--- config.mk ---
export PLATFORM = sky130hd
export DESIGN_NAME = flash_sdram_responder
export DESIGN_NICKNAME = d
export VERILOG_FILES = /design/src/rtl/flash_sdram_responder.sv
export SDC_FILE = /design/constraint.sdc
export NUM_CORES = 1
export LEC_CHECK = 0
export CORE_MARGIN = 2
export CORE_UTILIZATION = 34
export CTS_BUF_LIST = sky130_fd_sc_hd__clkbuf_4 sky130_fd_sc_hd__clkbuf_8
export DETAILED_ROUTE_END_ITERATION = 16
export SKIP_LAST_GASP = 1
export SYNTH_ARGS = -nofsm -noshare
export SYNTH_HDL_FRONTEND = slang
export SYNTH_SLANG_ARGS = --single-unit
export TNS_END_PERCENT = 1
--- constraint.sdc ---
create_clock -name clk -period 1.5 [get_ports clk]
set_input_delay 0.375 -clock clk [delete_from_list [all_inputs] [get_ports clk]]
set_output_delay 0.375 -clock clk [all_outputs]
set_load 0.005 [all_outputs]
--- src/rtl/flash_sdram_responder.sv ---
// Arbitrates buffered flash program writes and CPU slot accesses onto one req/ack SDRAM port.
// CPU wins by default; a starvation counter forces a pending flash write through eventually.
module flash_sdram_responder #(
  parameter int unsigned STARVE_LIMIT = 8,
  parameter logic [26:0] FLASH_LIMIT  = 27'h800000
) (
  input  logic        clk,
  input  logic        reset,
  input  logic        cpu_ce,
  input  logic [26:0] cpu_addr,
  input  logic [7:0]  cpu_din,
  input  logic        cpu_rnw,
  output logic [7:0]  cpu_dout,
  output logic        cpu_busy,
  input  logic [26:0] flash_addr,
  input  logic [7:0]  flash_din,
  input  logic        flash_req,
  output logic        flash_ready,
  output logic        flash_done,
  output logic [26:0] mem_addr,
  output logic [7:0]  mem_din,
  output logic        mem_we,
  output logic        mem_req,
  input  logic        mem_ack,
  input  logic [7:0]  mem_dout
);

  localparam logic [3:0] LIMIT = 4'(STARVE_LIMIT);

  typedef enum logic [2:0] {IDLE, CPU, FLASH, DROP, DONE} state_t;

  state_t      state, next_state;
  logic        cpu_ce_q;
  logic        cpu_pend;
  logic [26:0] cpu_addr_q;
  logic [7:0]  cpu_din_q;
  logic        cpu_rnw_q;
  logic        fl_pend;
  logic [26:0] fl_addr_q;
  logic [7:0]  fl_din_q;
  logic [3:0]  starve;

  logic        cpu_cap, fl_cap;
  logic        eff_cpu, eff_fl;
  logic [26:0] eff_fl_addr;
  logic        acked, starved;

  assign cpu_cap     = cpu_ce & ~cpu_ce_q & ~cpu_pend;
  assign fl_cap      = flash_req & ~fl_pend;
  assign acked       = mem_req & mem_ack;
  assign starved     = (starve >= LIMIT);
  assign cpu_busy    = cpu_pend;
  assign flash_ready = ~fl_pend;

  // The IDLE decision looks through the capture registers so a request can be granted the cycle it arrives
  assign eff_cpu     = cpu_pend | cpu_cap;
  assign eff_fl      = fl_pend | fl_cap;
  assign eff_fl_addr = fl_pend ? fl_addr_q : flash_addr;

  always_ff @(posedge clk) begin
    if (reset) state <= IDLE;
    else       state <= next_state;
  end

  always_comb begin
    next_state = state;
    flash_done = 1'b0;
    case (state)
      IDLE: begin
        if (eff_cpu && !(starved && eff_fl)) next_state = CPU;
        else if (eff_fl)                     next_state = (eff_fl_addr < FLASH_LIMIT) ? FLASH : DROP;
      end
      CPU:   if (acked) next_state = IDLE;
      FLASH: if (acked) next_state = DONE;
      DROP:  next_state = DONE;
      DONE: begin
        flash_done = 1'b1;
        next_state = IDLE;
      end
      default: next_state = IDLE;
    endcase
  end

  // Buffers and the memory port; the port is loaded on the first cycle of a grant and held until ack
  always_ff @(posedge clk) begin
    if (reset) begin
      cpu_ce_q   <= 1'b0;
      cpu_pend   <= 1'b0;
      cpu_addr_q <= '0;
      cpu_din_q  <= '0;
      cpu_rnw_q  <= 1'b0;
      fl_pend    <= 1'b0;
      fl_addr_q  <= '0;
      fl_din_q   <= '0;
      starve     <= '0;
      cpu_dout   <= 8'hFF;
      mem_req    <= 1'b0;
      mem_we     <= 1'b0;
      mem_addr   <= '0;
      mem_din    <= '0;
    end else begin
      cpu_ce_q <= cpu_ce;
      if (cpu_cap) begin
        cpu_pend   <= 1'b1;
        cpu_addr_q <= cpu_addr;
        cpu_din_q  <= cpu_din;
        cpu_rnw_q  <= cpu_rnw;
      end
      if (fl_cap) begin
        fl_pend   <= 1'b1;
        fl_addr_q <= flash_addr;
        fl_din_q  <= flash_din;
      end
      case (state)
        CPU: begin
          if (!mem_req) begin
            mem_req  <= 1'b1;
            mem_addr <= cpu_addr_q;
            mem_din  <= cpu_din_q;
            mem_we   <= ~cpu_rnw_q;
          end else if (mem_ack) begin
            mem_req  <= 1'b0;
            cpu_pend <= 1'b0;
            if (cpu_rnw_q)             cpu_dout <= mem_dout;
            if (fl_pend && !starved)   starve   <= starve + 4'd1;
          end
        end
        FLASH: begin
          if (!mem_req) begin
            mem_req  <= 1'b1;
            mem_addr <= fl_addr_q;
            mem_din  <= fl_din_q;
            mem_we   <= 1'b1;
          end else if (mem_ack) begin
            mem_req <= 1'b0;
            fl_pend <= 1'b0;
            starve  <= '0;
          end
        end
        DROP:    fl_pend <= 1'b0;
        default: ;
      endcase
    end
  end

endmodule

==> qor.yml <==
hold_path:
  hp-class: "in2reg"
cells_and_area:
  fin_nets: 825
  fillCellCount: 1305
  final_cell_mix: "225 x nand2_1, 126 x clkdlybuf4s50_1, 122 x dfxtp_1, 75 x a21oi_1, 43 x nor2_1"
  antenna_cells: 0
  syn_to_final_growth_pct: 45.1
  final_common_cell: "nand2_1"
  drive_gt1_share_pct: 10.1
cts:
  clk_pin_slew_worst_paths_ns: 0.07
  cts-root-buf: "clkbuf_8"
  clock_latency_ns: 0.42
  cts_max_level: 4
  cts_tree: "built"
  cts_sinks: 126
  clock_path_buffers: 2
  numCtsBuffers: 17
sta:
  period_share_pct: 113
  holdWs_ns: 0.206
  maxSlewViolCount: 0
  worst_pin_slew_ns: 0.341
  rsz0062_at_grt: "yes"
  min_period_ns: 1.69
  finalSetupTns_ns: -6.54
  clock.fmax_mhz: 591
  finalSetupViolCount: 57
  finalWorstSetupSlack_ns: -0.193
  finalClockSkew_ns: 0.00696
  final_hold_viol_count: 0
  maxSlewHeadroom_pct: 77.2
critical_path:
  crit_path_end_kind: "output port"
  rrSetupSlack_ns: -0.07
  critPathMaxFanout: 2
  crit_arrival_ns: 1.32
  crit_path_cell_trace: "clkdlybuf4s50_1"
  crit_buf_inv: 1
  slowest_delay_ns: 0.52
  cp_slowest_cell: "clkdlybuf4s50_1"
  start_kind: "register"
  cp.required_ns: 1.12
  criticalPathCategory: "reg2out"
  path_delay_family: "buffers and inverters"
die:
  io_pins: 132
  initial_utilization_pct: 34.7
  die_area_mm2: 0.0151
  die_h_um: 123
  coreArea_mm2: 0.0138
  std_cell_rows: 43
  die_x_um: 123
synthesis:
  syn-num-nets: 689
  synth_seq_cells: 126
  synthAdderAreaFrac_pct: 0.522
  ys.flop_type: "dfxtp_1"
  synth_top_family_by_area: "simple AND/OR/NAND/NOR gates"
  synth_warnings: 0
  async_flop_share_pct: 0
  yosysSeqAreaShare_pct: 52.6
  yosys.area.top_type_share_pct: 52.6
  synth_cell_type_count: 35
  syn_avg_cell_area_um2: 7.96
  yosys.area_share.simple_pct: 24.5
  synth_edf_count: 0
  synth_xor_area_share_pct: 0.183
  synthTopCellsByArea: "dfxtp_1 53%, nand2_1 18%, a21oi_1 7.8%"
  synth_top_area_cell: "dfxtp_1"
  syn_area_mm2: 0.00480
  synth_compound_area_share_pct: 16.3
  synthMuxAreaShare_pct: 1.67
  synthCells: 603
placed_design:
  gp_congestion: 0.772
  portBuffers: 131
  hpwl_um: 9250
run:
  drv_cap: 0
detailed_routing:
  drc: 0
  drt_iter0_markers: 239
  avgViaCountPerCell: 4.88
  dr.pass1.iters: 8
  vias: 4544
  routedWlPerCell_um: 14.1
  drt_wl_total_um: 13100
  ant_nets: 0
run_status:
  outcome: "finished, violations left"
  failed_checks: "negative setup slack"
pwr:
  powerDensity_mw_per_mm2: 1490
  irDropWorstVdd_mv: 0.577
  p_leak_nw: 2.54
global_routing:
  grt_overflow_total: 0
  grt_start_max_net_pins: 66
  antenna_found_initial: 0
  track_usage_pct: 17.9
  grt_pass1_vias: 4470
  grt_pass1_wl_um: 21000
==> synth_stat cells (all sizes together), types with 4 or more instances <==
library cell and count:
clkbuf 28, a311oi 36, inv 4, buf 18, nor2 43, o21ai 5, nor2b 6, a21oi 75
mux2i 8, dfxtp 126, nand2 225
==> state kept, by name, summed over array words and instances, names as in the netlist <==
name	cells
mem_din	8
cpu_din_q	8
cpu_busy	1
mem_we	1
fl_pend	1
starve	4
cpu_ce_q	1
cpu_dout	8
mem_req	1
cpu_addr_q	27
mem_addr	27
state	3
fl_din_q	8
fl_addr_q	27
cpu_rnw_q	1
==> cell families after synthesis <==
kind of cell,after synthesis
AO/OA/AOI/OAI,124
XOR/XNOR,1
adder cells (fa/ha/maj),2
buffers and inverters,50
flip-flops,126
multiplexers,8
AND/OR/NAND/NOR,292
==> report_power, final <==
part / internal [mW] / switching (mW)
clock: 1.86 / 1.24
sequential: 3.92 / 0.357
combinational: 1.63 / 1.34
total: 7.41 / 2.93
==> area by class of cell <==
cell class | count | area, µm² | share of cell area [%]
flip-flops and latches | 126 | 2530 | 36.3
multi-input cells | 427 | 2100 | 30.1
inverters | 4 | 15.0 | 0.216
repair buffers | 163 | 1670 | 24.0
clock inverters | 6 | 108 | 1.55
well taps | 180 | 225 | 3.24
clock buffers | 25 | 313 | 4.49
==> layer usage <==
metal | vias to the layer above | GRT usage (%) | routed length (µm)
li1 | 2292 | - | -
met3 | 13 | 4.23 | 528
met5 | - | 0 | 0
met1 | 2153 | 21.5 | 5900
met2 | 86 | 31.2 | 6520
met4 | 0 | 6.25 | 157
==> path summary, 6_finish.rpt <==
path / start / to / depth (start not counted)
hold reg to reg: cpu_din_q[4] / cpu_din_q[4] / 2
setup reg to reg: state[2] / cpu_dout[0] / 6
hold / removal: reset / starve[1] / 2
setup / recovery: mem_din[0] / mem_din[0] / 1
==> metrics by stage <==
| step | total power, mW | cell area, µm² | instances | worst slack [ns] | utilization, % |
|---|---|---|---|---|---|
| after global placement | 7.30 | 6530 | 900 | -0.347 | 47.2 |
| after CTS | 10.5 | 6960 | 931 | -0.251 | 50.3 |
| after global routing | 11.0 | 6960 | 931 | -0.260 | 50.3 |
| final | 10.3 | 6960 | 931 | -0.193 | 50.3 |
| after detailed placement | 7.36 | 6530 | 900 | -0.340 | 47.2 |
| after floorplan | 5.66 | 4800 | 603 | 0.0548 | - |
==> timing repair <==
item / 4_1_cts / 5_1_grt
setup endpoints to repair: 93 / 98
buffers inserted: 0 / 0
resized for setup: 9 / 2
hold buffers: 0 / 0
pin swaps: 1 / 0
(Power assumes the default switching activity.)
